--- config.mk ---
export PLATFORM = sky130hd
export DESIGN_NAME = imem_fetch_ctrl
export DESIGN_NICKNAME = d
export VERILOG_FILES = /design/src/rtl/imem_fetch_ctrl_pkg.sv /design/src/rtl/imem_fetch_ctrl_fifo.sv /design/src/rtl/imem_fetch_ctrl.sv
export SDC_FILE = /design/constraint.sdc
export NUM_CORES = 1
export LEC_CHECK = 0
export ABC_AREA = 1
export CORE_MARGIN = 5
export CORE_UTILIZATION = 51
export DETAILED_ROUTE_END_ITERATION = 8
export PLACE_DENSITY = 0.81
export SETUP_SLACK_MARGIN = 0.1
export SKIP_LAST_GASP = 1
export SLEW_MARGIN = 25
export SYNTH_ARGS = -nofsm -noshare
export SYNTH_HDL_FRONTEND = slang
export SYNTH_SLANG_ARGS = --single-unit
--- constraint.sdc ---
create_clock -name clk -period 2.3 [get_ports clk]
set_clock_uncertainty 0.15 [all_clocks]
set_input_delay 0.345 -clock clk [delete_from_list [all_inputs] [get_ports clk]]
set_output_delay 0.345 -clock clk [all_outputs]
set_load 0.01 [all_outputs]
--- src/rtl/imem_fetch_ctrl_pkg.sv ---
// imem_fetch_ctrl_pkg
//   Shared definitions for the instruction fetch controller:
//   fetch state encoding, fetch queue depth and the default reset PC.
package imem_fetch_ctrl_pkg;

    typedef enum logic [0:0] {
        ST_RUN   = 1'b0,
        ST_FAULT = 1'b1
    } fetch_state_e;

    localparam int          FIFO_DEPTH       = 2;
    localparam logic [31:0] DEFAULT_RESET_PC = 32'h0000_0000;

endpackage

--- src/rtl/imem_fetch_ctrl_fifo.sv ---
// fetch_fifo
//   Two-entry queue of {instr, pc} between the ROM and the decode stage.
//   Ports:
//     clk, rst_n            clock, synchronous active-low reset
//     push/push_instr/pc    write one entry (accepted if not full or popping)
//     pop                   retire the head entry (ignored when empty)
//     flush                 drop all entries; wins over push/pop
//     head_instr/head_pc    head entry, zero when empty
//     empty, full           occupancy flags
import imem_fetch_ctrl_pkg::*;

module fetch_fifo #(
    parameter int W = 32
) (
    input  logic         clk,
    input  logic         rst_n,
    input  logic         push,
    input  logic [W-1:0] push_instr,
    input  logic [W-1:0] push_pc,
    input  logic         pop,
    input  logic         flush,
    output logic [W-1:0] head_instr,
    output logic [W-1:0] head_pc,
    output logic         empty,
    output logic         full
);

    logic [FIFO_DEPTH-1:0][W-1:0] instr_q, instr_d;
    logic [FIFO_DEPTH-1:0][W-1:0] pc_q, pc_d;
    logic                         rd_ptr_q, rd_ptr_d;
    logic [1:0]                   cnt_q, cnt_d;
    logic                         wr_ptr;
    logic                         do_push, do_pop;

    assign empty = (cnt_q == 2'd0);
    assign full  = (cnt_q == 2'd2);

    assign head_instr = empty ? '0 : instr_q[rd_ptr_q];
    assign head_pc    = empty ? '0 : pc_q[rd_ptr_q];

    always_comb begin
        instr_d  = instr_q;
        pc_d     = pc_q;
        rd_ptr_d = rd_ptr_q;
        cnt_d    = cnt_q;
        do_pop   = pop && !empty;
        do_push  = push && (!full || do_pop);
        // With two slots the write slot is rd_ptr + cnt (mod 2); when full and
        // popping this lands on the head slot that is leaving this cycle.
        wr_ptr   = rd_ptr_q ^ cnt_q[0];
        if (flush) begin
            rd_ptr_d = 1'b0;
            cnt_d    = 2'd0;
        end else begin
            if (do_push) begin
                instr_d[wr_ptr] = push_instr;
                pc_d[wr_ptr]    = push_pc;
            end
            if (do_pop) rd_ptr_d = ~rd_ptr_q;
            cnt_d = cnt_q + {1'b0, do_push} - {1'b0, do_pop};
        end
    end

    always_ff @(posedge clk) begin
        if (!rst_n) begin
            instr_q  <= '0;
            pc_q     <= '0;
            rd_ptr_q <= 1'b0;
            cnt_q    <= 2'd0;
        end else begin
            instr_q  <= instr_d;
            pc_q     <= pc_d;
            rd_ptr_q <= rd_ptr_d;
            cnt_q    <= cnt_d;
        end
    end

endmodule

--- src/rtl/imem_fetch_ctrl.sv ---
// imem_fetch_ctrl
//   Sequential instruction fetch from a combinational ROM into a 2-entry
//   queue feeding decode, with redirect (flush + refetch) and a sticky FAULT
//   state on misaligned or out-of-range fetch addresses.
//   Ports:
//     clk, rst_n                      clock, synchronous active-low reset
//     rom_adr / rom_dout              ROM byte address out, word back same cycle
//     id_valid/id_instr/id_pc         head queue entry to decode
//     id_ready                        decode accepts head this cycle
//     redirect / redirect_pc          flush queue and restart fetch
//     fault / fault_pc                fetch stopped, offending address
//     fetch_cnt                       instructions accepted by decode (wraps)
import imem_fetch_ctrl_pkg::*;

module imem_fetch_ctrl #(
    parameter int            N        = 64,
    parameter int            M        = 32,
    parameter logic [M-1:0]  RESET_PC = M'(DEFAULT_RESET_PC)
) (
    input  logic         clk,
    input  logic         rst_n,
    output logic [M-1:0] rom_adr,
    input  logic [M-1:0] rom_dout,
    input  logic         id_ready,
    output logic         id_valid,
    output logic [M-1:0] id_instr,
    output logic [M-1:0] id_pc,
    input  logic         redirect,
    input  logic [M-1:0] redirect_pc,
    output logic         fault,
    output logic [M-1:0] fault_pc,
    output logic [M-1:0] fetch_cnt
);

    // One past the last legal byte address; one extra bit so N*4 == 2^M works.
    localparam logic [M:0] FETCH_LIMIT = (M+1)'(N * 4);

    fetch_state_e state_q, state_d;
    logic [M-1:0] pc_q, pc_d;
    logic         fault_q, fault_d;
    logic [M-1:0] fault_pc_q, fault_pc_d;
    logic [M-1:0] fetch_cnt_q, fetch_cnt_d;

    logic         fifo_push, fifo_pop, fifo_flush;
    logic         fifo_empty, fifo_full;
    logic         fetch_legal;

    fetch_fifo #(.W(M)) u_fifo (
        .clk        (clk),
        .rst_n      (rst_n),
        .push       (fifo_push),
        .push_instr (rom_dout),
        .push_pc    (pc_q),
        .pop        (fifo_pop),
        .flush      (fifo_flush),
        .head_instr (id_instr),
        .head_pc    (id_pc),
        .empty      (fifo_empty),
        .full       (fifo_full)
    );

    assign rom_adr   = pc_q;
    assign id_valid  = !fifo_empty;
    assign fault     = fault_q;
    assign fault_pc  = fault_pc_q;
    assign fetch_cnt = fetch_cnt_q;

    assign fifo_pop    = id_valid && id_ready;
    assign fetch_legal = (pc_q[1:0] == 2'b00) && ({1'b0, pc_q} < FETCH_LIMIT);

    always_comb begin
        state_d     = state_q;
        pc_d        = pc_q;
        fault_d     = fault_q;
        fault_pc_d  = fault_pc_q;
        fifo_push   = 1'b0;
        fifo_flush  = 1'b0;
        // A handshake in a redirect cycle still counts before the flush.
        fetch_cnt_d = fifo_pop ? fetch_cnt_q + M'(1) : fetch_cnt_q;

        if (redirect) begin
            fifo_flush = 1'b1;
            pc_d       = redirect_pc;
            state_d    = ST_RUN;
            fault_d    = 1'b0;
            fault_pc_d = '0;
        end else begin
            unique case (state_q)
                ST_RUN: begin
                    if (!fetch_legal) begin
                        state_d    = ST_FAULT;
                        fault_d    = 1'b1;
                        fault_pc_d = pc_q;
                    end else if (!fifo_full || fifo_pop) begin
                        fifo_push = 1'b1;
                        pc_d      = pc_q + M'(4);
                    end
                end
                // Queue keeps draining through the handshake; nothing is fetched.
                ST_FAULT: ;
                default: state_d = ST_RUN;
            endcase
        end
    end

    always_ff @(posedge clk) begin
        if (!rst_n) begin
            state_q     <= ST_RUN;
            pc_q        <= RESET_PC;
            fault_q     <= 1'b0;
            fault_pc_q  <= '0;
            fetch_cnt_q <= '0;
        end else begin
            state_q     <= state_d;
            pc_q        <= pc_d;
            fault_q     <= fault_d;
            fault_pc_q  <= fault_pc_d;
            fetch_cnt_q <= fetch_cnt_d;
        end
    end

endmodule

==> flow_metrics.tcl, run 1 <==
set metrics [dict create \
    cts.hold.buffers_added 0 \
    peakVddDrop_mv 0.601 \
    comb_power_share 0.072 \
    finalMaxSlewViolations 0 \
    area.growth.synth_to_final_pct 34.6 \
    flops_latches_synth 229 \
    die_area_mm2 0.0228 \
    cp_data_required_time_ns 1.80 \
    postRouteAntennaNets 0 \
    postPlaceCellArea_mm2 0.0128 \
    grt_setup_unrepaired "yes" \
    routed_via_density 5.27 \
    syn_avg_cell_area_um2 6.77 \
    final_cell_mix "nand2_1 (325), nor2_1 (270), dfxtp_1 (226)" \
    share_clk_of_total_power 0.462 \
    drive_gt1_frac 0.0984 \
    yosys_warnings 0 \
    cts_sinks 229 \
    synth.top_cell.area_share 0.452 \
    setup_viol_count_final 0 \
    clkLatencyLatePin_ns 0.51 \
    final.period_utilization 0.954 \
    finalWorstSetupSlack_ns 0.105 \
    cts_root_buf "clkbuf_16" \
    vias 10460 \
    die-height_um 151 \
    placer_congestion_estimate 0.920 \
    post-dp-hpwl_um 19900 \
    dp_slack_ns 0.0121 \
    detail_route.drc_violations 0 \
    clkTransAtPathRegs_ns 0.06 \
    ioPinCount 230 \
    cts-buffers-inserted 23 \
    critical_path.startpoint_type "flop" \
    cp_slowest_stage_delay_ns 0.48 \
    wirelength_um 31500 \
    design_power_total_mw 8.74 \
    power.density_cell_area_mw_per_mm2 640 \
    grt_first_pass_wirelength_um 48400 \
    die_w_um 151 \
    worstPathBufferInverterCount 3 \
    worstPathMaxFanout 21 \
    power.static_leakage_nw 5.34 \
    num_antenna_cells 0 \
    port_buffers 229 \
    run_status "complete, no violations" \
    grtUsageTotal 0.257 \
    most_common_cell_after_layout_fill_and_taps_aside "nand2_1" \
    core_area_mm2 0.0195 \
    cts_max_level 1 \
    overflow 0 \
    final_nets 1775 \
    cp_endpoint_kind "output port" \
    initial_core_util 0.519 \
    syn-instance-count 1498 \
    post_layout_minimum_cycle_time_ns 2.19 \
    yosysTopAreaCell "dfxtp_1" \
    net_switching_power_mw 1.94 \
    row_count 51 \
    crit_arrival_ns 1.70 \
    remaining_max_slew_budget_at_the_tightest_pin 0.629 \
    mapped_area_mm2 0.0101 \
    syn-num-nets 1570 \
    path_cells "buf_4, clkbuf_16, o21ai_0, a21oi_1, buf_2" \
    holdCritPathClass "in2reg" \
    synth_seq_area_share 0.452 \
    maxClockFrequency_mhz 456 \
    drt_iter0_markers 874 \
    worst-slew-pin-transition_ns 0.552 \
    cp_slowest_cell "dfxtp_4" \
    antenna_violations_before_repair 0 \
    synth_cell_types 30 \
    path_delay_family "buffers and inverters" \
    internal-power_mw 6.81 \
    sequentialPowerShare 0.466 \
    layout.cell_area.non_filler_mm2 0.0137 \
    grt_max_degree 97 \
    per_cell_routed_wire_length_um 15.9 \
    tritonroute_pass_1_iters 5 \
    netlist_top_cells_area "dfxtp_1 (45%), nand2_1 (12%), nor2_1 (10%), a21oi_1 (6.9%), nand3_1 (6.0%)" \
    max-cap-violations 0 \
    tritoncts "built" \
    first_global_vias 9580 \
    power.switching_fraction 0.221 \
    cts_buffer_depth 3 \
    hold_viol_final 0 \
    timing_worst_setup_path_type "reg2out" \
]
## area by class of cell
type / instances / area (um2)
sequential: 229 / 4590
timing repair buffer: 275 / 2720
clock inverter: 12 / 186
multi-input combinational: 1046 / 4710
clock buffer: 28 / 624
tap: 265 / 332
fill: 1654 / 5870
inverter: 128 / 485
## stage by stage
step	util	hold slack, ns	cells	setup TNS [ns]
final	0.699	0.0472	1983	0
after global routing	0.699	0.0632	1983	-0.0256
after CTS	0.696	0.0332	1974	-0.616
after detailed placement	0.654	0.284	1931	0
after global placement	0.654	0.280	1931	0
after floorplan	-	0.274	1498	0
## worst register-to-register path, stage by stage (launching register included)
cell and delay, ns:
dfxtp_1 0.33, nor2_1 0.16, nand2_1 0.06, nand3b_1 0.19, nor2_2 0.21, nand4_1 0.19, buf_4 0.23, buf_4 0.22
o21ai_0 0.24, nor2_1 0.06
## what timing repair did
item,4_1_cts,5_1_grt
gates cloned,2,5
resized for setup,141,77
setup endpoints to repair,65,143
pin swaps,1,0
setup buffers,1,4
## power groups by stage
stage	registers (mW)	clock network [mW]	logic [mW]
global placement	4.16	0	0.622
detailed placement	4.16	0	0.623
global route	4.08	4.28	0.689
CTS	4.07	4.10	0.630
finish	4.07	4.04	0.632
floorplan	4.18	0	0.268
## worst paths after layout
| check | endpoint | depth (start not counted) | slack, ns | startpoint |
|---|---|---|---|---|
| setup / recovery | id_pc[9] | 5 | 0.11 | u_fifo.rd_ptr_q |
| setup reg to reg | u_fifo.pc_q[30] | 9 | 0.13 | rom_adr[20] |
| hold / removal | rom_adr[9] | 3 | 0.05 | rst_n |
| hold reg to reg | u_fifo.pc_q[33] | 2 | 0.29 | u_fifo.pc_q[33] |
## kinds of logic (layout without fill, tap and decap cells)
family,Yosys count,in the layout,share of synthesized area
simple gates,785,785,0.321
compound gates,247,247,0.123
flops,229,229,0.452
buf+inv,223,443,0.0897
xor+xnor,10,10,0.00938
fa+ha+maj,4,4,0.00494
## layer usage
metal,vias up,wire length (um),track usage
met2,412,14700,0.422
met5,-,0,0
met3,45,3250,0.0790
met4,0,590,0.0576
met1,4839,12900,0.334
li1,5164,-,-
## cell usage after synthesis
cell and n:
and3_1 1, nand4_2 1, buf_6 4, clkbuf_1 60
dfxtp_1 229, nor2_8 1, o21ai_0 100, a21oi_1 140
nand3b_1 7, xnor2_1 2, inv_1 125, buf_1 13
xnor2_2 1, nor2_2 4, o21a_1 1, nand4_1 6
a211oi_1 5, xor2_1 7, or2_2 1, o21ai_1 1
nand3_1 122, nor2_4 2, nand2_1 325, inv_2 3
nor3_1 41, ha_1 4, nor3b_1 1, nor2_1 273
buf_2 10, buf_4 8
## registers in the layout, summed over array words and instances, names as in the netlist
register and count:
u_fifo.cnt_q 2, rom_adr 32, fault_pc 32, fetch_cnt 32
u_fifo.rd_ptr_q 1, fault 1, u_fifo.instr_q 64, u_fifo.pc_q 64
state_q 1
No activity file was read; power rests on OpenSTA's default activity.
==> run 2, diff against run 1 <==
--- a/config.mk
+++ b/config.mk
@@ -8,11 +8,13 @@
 export ABC_AREA = 1
 export CORE_MARGIN = 5
 export CORE_UTILIZATION = 51
+export CTS_CLUSTER_SIZE = 8
 export DETAILED_ROUTE_END_ITERATION = 8
-export PLACE_DENSITY = 0.81
+export PLACE_DENSITY = 0.8
 export SETUP_SLACK_MARGIN = 0.1
 export SKIP_LAST_GASP = 1
 export SLEW_MARGIN = 25
 export SYNTH_ARGS = -nofsm -noshare
 export SYNTH_HDL_FRONTEND = slang
+export SYNTH_HIERARCHICAL = 1
 export SYNTH_SLANG_ARGS = --single-unit
==> constraint.sdc (replaced) <==
create_clock -name clk -period 2.2 [get_ports clk]
set_clock_uncertainty 0.15 [all_clocks]
set_input_delay 0.33 -clock clk [delete_from_list [all_inputs] [get_ports clk]]
set_output_delay 0.33 -clock clk [all_outputs]
set_load 0.01 [all_outputs]
==> run 2 against run 1 <==
  * The flow now finishes with violations (setup timing)
  * Via count grew 15%
  * Worst hold slack improved by 0.19 ns
  * Global-route usage rose by 0.50 points
  * Count of clock-buffer cells in the layout grew 8
  * Sequential power rose by 4.9%
  * Critical path type is now reg2reg
  * Largest cell class unchanged
  * First-iteration DRC count is 29% higher
  * Critical endpoint is now u_fifo/instr_q[46]
==> flow_metrics.tcl, run 2 <==
set metrics [dict create \
    maxClockFrequency_mhz 443 \
    synth_cell_types 34 \
    design_power_total_mw 9.57 \
    multiInputGateArea_mm2 0.00576 \
    postRouteAntennaNets 0 \
    worstPathMaxFanout 6 \
    use_met1 0.334 \
    post-synth-top-count-cell "nand2_1" \
    post_layout_minimum_cycle_time_ns 2.26 \
    prevailing_post_synth_register_cell "dfxtp_1" \
    async_reset_ff_frac 0 \
    synth.top_cell.area_share 0.433 \
    finalMaxSlewViolations 0 \
    setup_viol_count_final 19 \
    remaining_max_slew_budget_at_the_tightest_pin 0.498 \
    gr-max-usage-layer "met2" \
    vias 12042 \
    cts_sinks 229 \
    cp_data_required_time_ns 2.46 \
    die_w_um 154 \
    routed_via_density 5.46 \
    final_cell_count_no_fill 2205 \
    cts_root_buf "clkbuf_16" \
    grt_max_degree 152 \
    clkTransAtPathRegs_ns 0.05 \
    layout.cell_area.non_filler_mm2 0.0163 \
    antenna_violations_before_repair 0 \
    drive_gt1_frac 0.266 \
    synth_top_cells_by_count "nand2_1 (392), nor2_1 (372), dfxtp_1 (229), inv_1 (191), a21oi_1 (119)" \
    grt_first_pass_wirelength_um 52100 \
    grt_util_met3 0.0666 \
    yosysTopAreaCell "dfxtp_1" \
    num_antenna_cells 0 \
    final_nets 2004 \
    syn-instance-count 1621 \
    ioPinCount 230 \
    initial_core_util 0.520 \
    most_common_cell_after_layout_fill_and_taps_aside "nor2_1" \
    finalWorstSetupSlack_ns -0.0567 \
    port_buffers 229 \
    core_area_mm2 0.0204 \
    grt_setup_unrepaired "yes" \
    clkLatencyLatePin_ns 0.50 \
    die-height_um 154 \
    area.growth.synth_to_final_pct 54.2 \
    run_status "finished, violations left" \
    power.static_leakage_nw 7.45 \
    wirelength_um 40200 \
    row_count 52 \
    final.period_utilization 1.03 \
    timing_worst_setup_path_type "reg2reg" \
    comb_power_share 0.076 \
    flops_latches_synth 229 \
    share_clk_of_total_power 0.478 \
    cts_max_level 2 \
    die_area_mm2 0.0238 \
    crit_arrival_ns 2.52 \
    grtUsageTotal 0.262 \
    drt_iter0_markers 1128 \
    final_cell_mix "nor2_1 (324), nand2_1 (285), dfxtp_1 (215)" \
    placer_congestion_estimate 0.833 \
    power.switching_fraction 0.232 \
    reg.largest.list "u_fifo/instr_q (64), u_fifo/pc_q (64)" \
    worst-slew-pin-transition_ns 0.753 \
    netlist_top_cells_area "dfxtp_1 (43%), nand2_1 (14%), nor2_1 (13%), inv_1 (6.8%), a21oi_1 (5.6%)" \
    mapped_area_mm2 0.0106 \
    hold_viol_final 0 \
    sequentialPowerShare 0.446 \
    critical_path.startpoint_type "flop" \
    cts-buffers-inserted 34 \
    tritoncts "built" \
    per_cell_routed_wire_length_um 18.2 \
    overflow 0 \
    holdCritPathClass "in2reg" \
    failing_checks "setup timing" \
    power.density_cell_area_mw_per_mm2 586 \
    peakVddDrop_mv 0.623 \
    tritonroute_pass_1_iters 6 \
    global_route.usage.met2 0.441 \
    layout_fillers 1291 \
    dpl_cells 2108 \
    cp_endpoint_kind "flop" \
    synth_seq_area_share 0.433 \
    first_global_vias 10529 \
    postPlaceCellArea_mm2 0.0135 \
    cts_buffer_depth 3 \
    syn-num-nets 1692 \
    internal-power_mw 7.35 \
    detail_route.drc_violations 0 \
    seqCellArea_mm2 0.00461 \
    syn_avg_cell_area_um2 6.54 \
    max-cap-violations 0 \
    post-dp-hpwl_um 20700 \
    yosys_warnings 6 \
    synth-edff-count 0 \
    net_switching_power_mw 2.22 \
]
## run 2: changes by cell type after synthesis, sizes merged, moves of 4 or more
cell,before,now
a211oi,5,0
a21oi,140,119
buf,35,54
clkbuf,60,34
inv,128,193
nand2,325,399
nand3,122,54
nand3b,7,2
nand4,7,11
nor2,280,384
nor3,41,12
o21ai,101,109
## run 2: metal layers
metal / share of wire / wire length (um) / up-vias
met4: 0.043 / 1730 / 0
met3: 0.099 / 3960 / 156
met2: 0.47 / 19000 / 662
met5: 0 / 0 / -
li1: - / - / 5604
met1: 0.38 / 15500 / 5620
## run 2: worst max-delay path: stages (launching register included)
cell       delay [ns]
dfxtp_2          0.33
nor2_4           0.12
nand2_2          0.07
inv_2            0.05
nand2_2          0.05
nor2_1           0.10
nand4_1          0.18
nor2_4           0.18
nand4_1          0.14
buf_6            0.18
clkbuf_16        0.17
clkbuf_16        0.17
nand2_1          0.06
nand2_1          0.05
nor2_1           0.15
## run 2: path summary, 6_finish.rpt
path	slack [ns]	depth (start not counted)	endpoint	startpoint
worst min-delay path	0.24	3	rom_adr[17]	redirect_pc[17]
worst max register to register	-0.06	14	u_fifo/instr_q[46]	rom_adr[18]
worst max-delay path	-0.06	14	u_fifo/instr_q[46]	rom_adr[18]
worst min register to register	0.32	2	fault_pc[13]	fault_pc[13]
## run 2: area by class of cell
type / instances / share of cell area
Tap cell: 270 / 0.0207
Clock inverter: 2 / 0.000842
Clock buffer: 36 / 0.0538
Timing Repair Buffer: 364 / 0.245
Inverter: 194 / 0.0450
Sequential cell: 229 / 0.282
Multi-Input combinational cell: 1110 / 0.353
## run 2: kinds of logic after synthesis
group	share of synthesized area
compound gates	0.109
simple gates	0.332
buf+inv	0.115
xor+xnor	0.00827
fa+ha+maj	0.00354
flops	0.433
## run 2: repair_timing
item,in CTS,in global routing
gates resized for setup,293,356
gates cloned,5,34
pin swaps,7,88
hold buffers,0,0
endpoints found under the setup margin,71,190
buffers inserted,10,10
## run 2: power groups by stage
| stage | Clock [mW] | Combinational [mW] | Sequential (mW) |
|---|---|---|---|
| floorplan | 0 | 0.231 | 4.38 |
| detailed placement | 0 | 0.672 | 4.34 |
| CTS | 4.58 | 0.680 | 4.26 |
| finish | 4.58 | 0.725 | 4.27 |
| global route | 4.78 | 0.778 | 4.27 |
| global placement | 0 | 0.665 | 4.34 |
## run 2: through the flow
stage                     TNS [ns]  utilization  hold slack, ns  setup WS [ns]
final                       -0.275        0.802           0.239        -0.0567
after global routing         -8.40        0.802           0.242         -0.162
after CTS                        0        0.712           0.234         0.0189
after detailed placement     -1.29        0.665           0.306         -0.133
after global placement     -0.0861        0.665           0.299        -0.0861
after floorplan                  0            -           0.314          0.101
